## config.mk

```make
export PLATFORM = sky130hd
export DESIGN_NAME = sub_serial_clk
export DESIGN_NICKNAME = d
export VERILOG_FILES = /design/src/rtl/sub_serial_clk.sv
export SDC_FILE = /design/constraint.sdc
export NUM_CORES = 1
export LEC_CHECK = 0
export ABC_AREA = 1
export CAP_MARGIN = 25
export CORE_MARGIN = 4
export CORE_UTILIZATION = 50
export DETAILED_ROUTE_END_ITERATION = 10
export GPL_TIMING_DRIVEN = 1
export MAX_ROUTING_LAYER = met4
export PLACE_DENSITY = 0.85
export SKIP_CTS_REPAIR_TIMING = 1
export SYNTH_ARGS = -nofsm -noshare
export SYNTH_HDL_FRONTEND = slang
export SYNTH_SLANG_ARGS = --single-unit
```

## constraint.sdc

```tcl
create_clock -name clk -period 6.1 [get_ports clk]
set_clock_uncertainty 0.05 [all_clocks]
set_input_delay 1.83 -clock clk [delete_from_list [all_inputs] [get_ports clk]]
set_output_delay 1.83 -clock clk [all_outputs]
set_load 0.03 [all_outputs]
```

## src/rtl/sub_serial_clk.sv

```systemverilog
// sub_serial_clk: multi-cycle registered subtractor, d = a - b - bi.
// The borrow ripples one CHUNK-wide slice per clock through a borrow
// register, so no combinational borrow path spans more than CHUNK bits.
// Outputs d/bo/ovf are separate from the working registers and only
// update on the edge that completes an operation.
module sub_serial_clk #(
    parameter int WIDTH = 32,
    parameter int CHUNK = 8
) (
    input  logic             clk,
    input  logic             rst,
    input  logic             start,
    input  logic [WIDTH-1:0] a,
    input  logic [WIDTH-1:0] b,
    input  logic             bi,
    output logic             busy,
    output logic             done,
    output logic [WIDTH-1:0] d,
    output logic             bo,
    output logic             ovf
);

    localparam int N     = WIDTH / CHUNK;
    localparam int CNT_W = (N > 1) ? $clog2(N) : 1;

    typedef enum logic [1:0] {
        IDLE = 2'd0,
        RUN  = 2'd1,
        DONE = 2'd2
    } state_t;

    state_t             state_q, state_d;
    logic [CNT_W-1:0]   cnt_q, cnt_d;
    logic [WIDTH-1:0]   a_q, a_d;
    logic [WIDTH-1:0]   b_q, b_d;
    logic [WIDTH-1:0]   diff_q, diff_d;
    logic               borrow_q, borrow_d;
    logic [WIDTH-1:0]   d_q, d_d;
    logic               bo_q, bo_d;
    logic               ovf_q, ovf_d;

    logic               accept;
    logic               last;
    logic [CHUNK:0]     chunk_sub;
    int                 idx;

    // A new operation is taken whenever we are not mid-run; start in RUN is dropped
    always_comb begin
        accept = start && (state_q != RUN);
        last   = (cnt_q == CNT_W'(N - 1));
    end

    // State, working and output registers; async reset clears everything
    always_ff @(posedge clk or posedge rst) begin
        if (rst) begin
            state_q  <= IDLE;
            cnt_q    <= '0;
            a_q      <= '0;
            b_q      <= '0;
            diff_q   <= '0;
            borrow_q <= 1'b0;
            d_q      <= '0;
            bo_q     <= 1'b0;
            ovf_q    <= 1'b0;
        end else begin
            state_q  <= state_d;
            cnt_q    <= cnt_d;
            a_q      <= a_d;
            b_q      <= b_d;
            diff_q   <= diff_d;
            borrow_q <= borrow_d;
            d_q      <= d_d;
            bo_q     <= bo_d;
            ovf_q    <= ovf_d;
        end
    end

    // Next-state logic: IDLE -> RUN for N cycles -> DONE for one cycle
    always_comb begin
        state_d = state_q;
        case (state_q)
            IDLE:    if (start) state_d = RUN;
            RUN:     if (last) state_d = DONE;
            DONE:    state_d = start ? RUN : IDLE;
            default: state_d = IDLE;
        endcase
    end

    // Datapath: one slice of a - b - borrow per RUN cycle, publish on the last slice
    always_comb begin
        cnt_d     = cnt_q;
        a_d       = a_q;
        b_d       = b_q;
        diff_d    = diff_q;
        borrow_d  = borrow_q;
        d_d       = d_q;
        bo_d      = bo_q;
        ovf_d     = ovf_q;
        idx       = int'(cnt_q) * CHUNK;
        chunk_sub = {1'b0, a_q[idx +: CHUNK]} - {1'b0, b_q[idx +: CHUNK]}
                    - {{CHUNK{1'b0}}, borrow_q};
        if (accept) begin
            a_d      = a;
            b_d      = b;
            borrow_d = bi;
            cnt_d    = '0;
            diff_d   = '0;
        end else if (state_q == RUN) begin
            diff_d[idx +: CHUNK] = chunk_sub[CHUNK-1:0];
            borrow_d             = chunk_sub[CHUNK];
            cnt_d                = cnt_q + CNT_W'(1);
            if (last) begin
                d_d   = diff_d;
                bo_d  = chunk_sub[CHUNK];
                // Overflow only possible when operand signs differ and the
                // result sign departs from the minuend's sign
                ovf_d = (a_q[WIDTH-1] != b_q[WIDTH-1]) && (diff_d[WIDTH-1] != a_q[WIDTH-1]);
            end
        end
    end

    // Status flags decode straight from the state; results come from output registers
    always_comb begin
        busy = (state_q == RUN);
        done = (state_q == DONE);
        d    = d_q;
        bo   = bo_q;
        ovf  = ovf_q;
    end

endmodule
```

==> flow_summary.yaml, run 1 <==
outcome:
  outcome: "finished clean"
synthesis:
  synth-seq-cells: 135
  seq_area_frac_synth: 0.519
  yosys.area.top_type: "dfrtp_1"
  synth_area_per_cell_um2: 7.88
  synth_nets: 915
  synth_warnings: 0
  syn_inst: 827
  yosys.area.top_type_share: 0.519
  synth_area_leaders: "dfrtp_1 (52%), nand2_1 (22%), inv_1 (4.1%)"
  synth_cell_types: 34
  synth_area_um2: 6510
floorplanning:
  fp.coreArea_um2: 12700
  dieWidth_um: 122
  rows: 41
  die-height_um: 122
  initial_core_util: 0.514
  pin_count: 104
  dieArea_um2: 14900
sta:
  period_share: 0.720
  setup_viol: 0
  whs_ps: 416
  drv_slew: 0
  fin_crit_ps: 4390
  tightest_slew_ps: 947
  rsz0062_at_grt: "no"
  hold_viol: 0
  relSlewSlack: 0.368
  setup-tns-final_ps: 0
  fmax_ghz: 0.228
  worst_slack_ps: 1710
cts:
  cts_max_level: 4
  cts_buffer_depth: 2
  clk_latency_ps: 430
  path_clk_slew_ps: 60
  clock-sinks: 135
  cts_buffers: 17
  cts_tree: "done"
  cts_root_buf: "clkbuf_16"
grt:
  track_usage: 0.234
  use_met1: 0.284
  antenna_found_initial: 0
  grt_pass1_vias: 5768
  grt-busiest-layer: "met2"
  grt_pass1_wl_um: 26700
  overflow: 0
  grt_use_met2: 0.373
  grt_util_met3: 0.0552
  grt_max_degree: 83
drt:
  wl_um: 15700
  ant_nets: 0
  drtIter0Drc: 458
  viasPerCell: 5.14
  first_pass_iters: 5
  wl_per_cell_um: 14.2
  vias: 5682
  drc_errors: 0
worst_setup_path:
  max_stage_delay_ps: 770
  critPathLaunch: "state_q[1]"
  crit_path_top_delay_cell: "clkdlybuf4s50_1"
  crit_path_end_kind: "output port"
  critical_path.max_fanout: 27
  regToRegSetupSlack_ps: 2260
  start_kind: "flip-flop"
  reg2regPathDepth: 20
  worstSetupPathType: "reg -> out"
  worstPathCellList: "inv_1 -> nand2_1 -> inv_2 -> clkdlybuf4s50_1"
  cp_data_arrival_time_ps: 2510
  worst_ep_required_time_ps: 4220
  worstReg2RegStart: "cnt_q[0]"
placed_design:
  io_buffers: 103
  gp_congestion: 0.899
  dp.cells: 1072
  dpl_worst_slack_ps: 1950
  hpwl_um: 10700
hold_path:
  min_from: "b_q[21]"
  holdPathStages: 2
  hold_path.class: "reg -> reg"
cells_and_area:
  fin_util: 0.660
  area_growth_pct: 28.4
  fin_cells: 1105
  nNetsFinal: 1008
  drive_gt1_frac: 0.0665
  diodes: 0
pwr:
  ir_worst_vdd_v: 0.000376
  p_per_area_nw_per_um2: 676
  p_leak_nw: 4.17
run:
  maxCapViolations: 0
## per-stage QoR
stage / area, µm² / power (mW)
6_report: 8360 / 5.65
5_1_grt: 8360 / 6.13
4_1_cts: 8330 / 5.63
3_5_place_dp: 7660 / 4.41
3_3_place_gp: 7660 / 4.30
2_1_floorplan: 6510 / 3.57
## synthesized netlist by cell type, drive strengths merged
library cell / n
nor3: 3
inv: 81
xnor2: 1
o311ai: 1
nor4: 1
a21oi: 11
a32oi: 1
o21ai: 56
a32o: 5
nand4: 5
o22ai: 32
clkbuf: 26
nand3: 13
a22oi: 2
buf: 10
nor2: 34
a31oi: 1
dfrtp: 135
or2: 2
o21bai: 1
fa: 2
xor2: 1
ha: 18
nand2: 385
## area by class of cell
type,count,area [µm²]
well taps,172,215
clock inverters,14,244
repair buffers,110,1100
flip-flops and latches,135,3380
fillers,1047,4310
multi-input cells,575,2680
inverters,81,312
clock buffers,18,429
## flip-flops by register name, summed over array words and instances (netlist names)
name / cells
d: 32
b_q: 32
borrow_q: 1
state_q: 2
a_q: 32
diff_q: 32
bo: 1
ovf: 1
cnt_q: 2
## worst paths after layout
kind,endpoint
min in group asynchronous,diff_q[2]
min reg2reg,b_q[21]
max in group asynchronous,diff_q[22]
max reg2reg,diff_q[22]
max,busy
min,b_q[21]
## per-layer routing
metal,routed length [µm],up-vias
li1,-,2794
met1,6610,2649
met2,7690,189
met3,903,50
met4,539,0
met5,0,-
## power breakdown
part           switching [mW]  internal (mW)
sequential              0.222           1.27
combinational            1.97           1.02
clock                   0.400          0.771
total                    2.59           3.06
## logic make-up (layout without fill, tap and decap cells)
kind of cell | count (synthesis) | after routing | synth area share
simple gates | 443 | 443 | 0.268
buf+inv | 117 | 223 | 0.0709
fa+ha+maj | 20 | 20 | 0.0407
xor+xnor | 2 | 2 | 0.00269
compound gates | 110 | 110 | 0.0987
flops | 135 | 135 | 0.519
## cell usage in the layout, fill, tap and decap left out, types with 2 or more instances in the layout
cell	netlist	final
clkbuf_16	0	17
ha_1	18	18
buf_4	0	6
nand3_1	10	10
nor3_1	2	2
clkinvlp_4	0	2
o22ai_1	32	32
o21ai_0	51	51
nand2_2	2	2
inv_2	8	8
a22oi_1	2	2
or2_2	2	2
a21oi_1	11	11
nand2_1	383	383
nand3_2	3	3
dfrtp_1	135	135
fa_1	2	2
nand4_1	5	5
inv_1	72	71
clkdlybuf4s50_1	0	103
bufinv_16	0	6
nor2_1	32	32
o21ai_2	3	3
a32o_1	5	5
o21ai_1	2	2
inv_6	1	5
## critical path, delay by kind of cell (launching register included)
family / cells / cell delay (ps)
buffers and inverters: 3 / 1390
DFF: 1 / 350
and+or+nand+nor: 1 / 330
(Power assumes the default switching activity.)
==> run 2: changes to the inputs <==
- CORE_UTILIZATION: 50 -> 49
- PLACE_DENSITY: 0.85 -> 0.87
- clock period: 6.1 -> 3.5 ns (I/O delays scaled with it)
==> run 2 against run 1 <==
Against the previous run: die area grew 1.9%; utilization shrank 0.78 points; worst setup slack lost 1400 ps; count of clock-buffer cells in the layout grew 1; sequential power grew 76%; critical path type is now reg -> reg; highest routed layer unchanged; non-clock buffer count grew 6; routed wire length grew 4.3%; first-iteration DRC count shrank 0.22%; design area is essentially flat; final cell count grew 0.54%; flip-flop and latch count is the same.
==> flow_summary.yaml, run 2 (same netlist as run 1, synthesis figures left out) <==
sta:
  rsz0062_at_grt: "no"
  period_share: 0.899
  hold_viol: 0
  fmax_ghz: 0.318
  setup_viol: 0
  setup-tns-final_ps: 0
  relSlewSlack: 0.351
  worst_slack_ps: 353
  fin_crit_ps: 3150
  tightest_slew_ps: 972
  drv_slew: 0
  whs_ps: 419
worst_setup_path:
  critPathMostFrequentCell: "nand2_1"
  worstSetupPathType: "reg -> reg"
  crit_family: "simple AND/OR/NAND/NOR gates"
  cp_data_arrival_time_ps: 3400
  max_stage_delay_ps: 490
  start_kind: "flip-flop"
  crit_path_end_kind: "flip-flop"
  worstPathCellList: "buf_4 -> o21ai_0 -> nor2_1 -> a21oi_1 -> fa_1 -> inv_1 -> fa_1 -> nand2_1 -> inv_1 -> o21ai_1 -> nand2_1 -> nand2_1 -> nand2_1 -> nand2_1 -> xor2_1 -> nor2_1 -> nand3_1 -> nand2_1 -> nand2_1 -> nand2_1"
  worst_ep_required_time_ps: 3750
  critical_path.max_fanout: 14
  worst-path-buf-inv: 3
  crit_path_top_delay_cell: "dfrtp_2"
placed_design:
  hpwl_um: 11100
  dp.cells: 1079
  io_buffers: 103
  placed_area_um2: 7740
  gp_congestion: 1.01
  dpl_worst_slack_ps: 321
drt:
  vias: 5847
  wl_um: 16400
  ant_nets: 0
  drc_errors: 0
  drtIter0Drc: 457
  viasPerCell: 5.26
  wl_per_cell_um: 14.8
  first_pass_iters: 5
pwr:
  pwr-share-comb: 0.534
  p_leak_nw: 4.18
  p_total_mw: 9.64
  ir_worst_vdd_v: 0.000640
  power.share.sequential: 0.272
  p_switching_mw: 4.40
  pwr-share-clk: 0.194
  p_per_area_nw_per_um2: 1150
  intPower_mw: 5.24
  swShare: 0.456
cts:
  clk_latency_ps: 410
  cts_max_level: 4
  cts_tree: "done"
  cts_buffer_depth: 2
  cts_root_buf: "clkbuf_16"
  cts_buffers: 17
  path_clk_slew_ps: 60
  clock-sinks: 135
grt:
  track_usage: 0.232
  overflow: 0
  grt_pass1_vias: 5619
  grt_pass1_wl_um: 26900
  grt_max_degree: 69
  antenna_found_initial: 0
cells_and_area:
  final_common_cell: "nand2_1"
  fin_cells: 1111
  fin_util: 0.652
  nNetsFinal: 1014
  final_cell_mix: "nand2_1 (383), dfrtp_1 (134), clkdlybuf4s50_1 (103)"
  area_growth_pct: 28.4
  diodes: 0
  drive_gt1_frac: 0.0735
  finalInstanceArea_um2: 8360
floorplanning:
  initial_core_util: 0.508
  rows: 41
  die-height_um: 123
  fp.coreArea_um2: 12800
  pin_count: 104
  dieWidth_um: 123
  dieArea_um2: 15200
run:
  maxCapViolations: 0
outcome:
  outcome: "finished clean"
hold_path:
  hold_path.class: "reg -> reg"
-- run 2: cell type report --
type	instances	area, µm²
clock buffer	19	443
clock inverter	13	179
fill	1033	4460
inverter	81	313
multi-input combinational	575	2680
sequential	135	3380
tap	172	215
timing repair buffer	116	1150
-- run 2: worst paths after layout --
kind,cells past startpoint,from,endpoint,slack [ps]
worst max-delay path,20,cnt_q[0],d[30],350
worst min register to register,2,b_q[20],b_q[20],420
worst min-delay path,2,b_q[20],b_q[20],420
min in group asynchronous,2,rst,d[2],1050
max in group asynchronous,3,rst,cnt_q[0],1600
worst max register to register,20,cnt_q[0],d[30],350
-- run 2: routing by layer --
layer,up-vias,part of all wire,GRT usage
li1,2795,-,-
met1,2764,0.42,0.292
met2,247,0.50,0.379
met3,41,0.062,0.0430
met4,0,0.022,0.0830
met5,-,0,-
-- run 2: power groups by stage --
stage          combinational [mW]  clock, mW  sequential (mW)
6_report                     5.15       1.87             2.62
5_1_grt                      5.79       1.96             2.68
4_1_cts                      5.11       1.88             2.61
3_5_place_dp                 5.04          0             2.61
3_3_place_gp                 4.94          0             2.59
2_1_floorplan                3.45          0             2.77
-- run 2: worst min-delay path: stages, from the launching register on --
cell,delay (ps)
dfrtp_1,330
nand2_1,60
nand2_1,50
==> run 3: changes to the inputs <==
- ABC_CLOCK_PERIOD_IN_PS: not set -> 3500
- CORE_MARGIN: 4 -> 2
- CORE_UTILIZATION: 49 -> 25
- PLACE_DENSITY: 0.87 -> 0.55
==> run 3 against run 2 <==
Against the previous run: largest power group unchanged; routed wire length grew 8.9%; flip-flop and latch count is the same; final cell count grew 15%; worst setup slack gained 94 ps.
==> flow_summary.yaml, run 3 (same netlist as run 1, synthesis figures left out) <==
cts:
  clk_latency_ps: 430
  cts_root_buf: "clkbuf_16"
  cts_buffers: 17
  clock-sinks: 135
  path_clk_slew_ps: 60
  cts_tree: "done"
  cts_max_level: 4
  cts_buffer_depth: 2
grt:
  grt_pass1_vias: 5414
  track_usage: 0.140
  overflow: 0
  grt_pass1_wl_um: 28700
  antenna_found_initial: 0
  grt_max_degree: 136
sta:
  rsz0062_at_grt: "no"
  drv_slew: 0
  hold_viol: 0
  tightest_slew_ps: 729
  relSlewSlack: 0.514
  fin_crit_ps: 3050
  fmax_ghz: 0.328
  whs_ps: 418
  period_share: 0.872
  setup_viol: 0
  setup-tns-final_ps: 0
worst_setup_path:
  worst-path-buf-inv: 3
  critPathLaunch: "cnt_q[0]"
  cp_data_arrival_time_ps: 3310
  worst_ep_required_time_ps: 3760
  worstPathCellList: "buf_4 -> o21ai_0 -> o22ai_1 -> fa_1 -> inv_1 -> fa_1 -> nand2_1 -> inv_1 -> o21ai_1 -> nand2_1 -> nand2_1 -> nand2_1 -> nand2_1 -> xor2_1 -> nor2_1 -> nand3_1 -> nand2_1 -> nand2_1 -> nand2_1"
  worstReg2RegStart: "cnt_q[0]"
  crit_path_end_kind: "flip-flop"
  critPathMostFrequentCell: "nand2_1"
  crit_path_top_delay_cell: "dfrtp_1"
  max_stage_delay_ps: 450
  regToRegSetupSlack_ps: 450
  worstSetupPathType: "reg -> reg"
  crit_family: "simple AND/OR/NAND/NOR gates"
  critical_path.max_fanout: 20
  start_kind: "flip-flop"
floorplanning:
  rows: 59
  initial_core_util: 0.252
  die-height_um: 165
  pin_count: 104
  fp.coreArea_um2: 25800
  dieWidth_um: 165
  dieArea_um2: 27400
drt:
  drtIter0Drc: 417
  vias: 5435
  viasPerCell: 4.27
  ant_nets: 0
  wl_um: 17900
  wl_per_cell_um: 14.0
  drc_errors: 0
  first_pass_iters: 5
cells_and_area:
  nNetsFinal: 1015
  multi_input_area_um2: 2680
  fin_util: 0.333
  final_common_cell: "nand2_1"
  fin_cells: 1274
  drive_gt1_frac: 0.0703
  area_growth_pct: 32.0
  register_area_um2: 3380
  diodes: 0
  finalInstanceArea_um2: 8600
  final_cell_mix: "nand2_1 (383), dfrtp_1 (135), clkdlybuf4s50_1 (103)"
  nFillCells: 2771
pwr:
  ir_worst_vdd_v: 0.000557
  p_leak_nw: 4.20
  p_per_area_nw_per_um2: 1140
placed_design:
  io_buffers: 103
  hpwl_um: 12500
  placed_area_um2: 7930
  gp_congestion: 0.836
  dp.cells: 1242
run:
  maxCapViolations: 0
outcome:
  outcome: "finished clean"
hold_path:
  min_from: "a_q[3]"
  hold_path.class: "reg -> reg"
run 3: worst register-to-register path: cells and delay by family (launching register included):
| family | cells | cell delay [ps] |
|---|---|---|
| simple gates | 10 | 750 |
| xor+xnor | 1 | 180 |
| compound gates | 3 | 490 |
| buf+inv | 3 | 380 |
| fa+ha+maj | 2 | 640 |
| flops | 1 | 450 |
run 3: worst paths after layout:
kind | end | cells past startpoint
worst max-delay path | diff_q[30] | 19
worst min-delay path | a_q[3] | 2
worst max register to register | diff_q[30] | 19
worst min register to register | a_q[3] | 2
max in group asynchronous | d[27] | 3
min in group asynchronous | b_q[30] | 3
run 3: layout make-up:
cell class / count / share of cell area
multi-input combinational: 575 / 0.312
timing repair buffer: 117 / 0.135
clock buffer: 23 / 0.0556
tap: 335 / 0.0488
clock inverter: 8 / 0.0196
sequential: 135 / 0.393
inverter: 81 / 0.0364
run 3: routing by layer:
metal / global-route usage / vias to the layer above / wire length (µm) / part of all wire
met3: 0.0267 / 12 / 805 / 0.045
met2: 0.221 / 113 / 8650 / 0.48
met5: - / - / 0 / 0
met4: 0.0376 / 0 / 110 / 0.0062
li1: - / 2800 / - / -
met1: 0.187 / 2510 / 8310 / 0.46
run 3: metrics by stage:
step,worst slack [ps],total power [mW]
5_1_grt,1.59,10.6
6_report,447,9.76
4_1_cts,448,9.84
3_5_place_dp,458,7.81
2_1_floorplan,515,6.23
3_3_place_gp,508,7.77
run 3: power breakdown:
part | leakage (nW) | total [mW] | internal [mW] | switching [mW]
clock network | 0.317 | 1.99 | 1.32 | 0.670
logic | 2.12 | 5.18 | 1.83 | 3.35
registers | 1.76 | 2.59 | 2.22 | 0.374
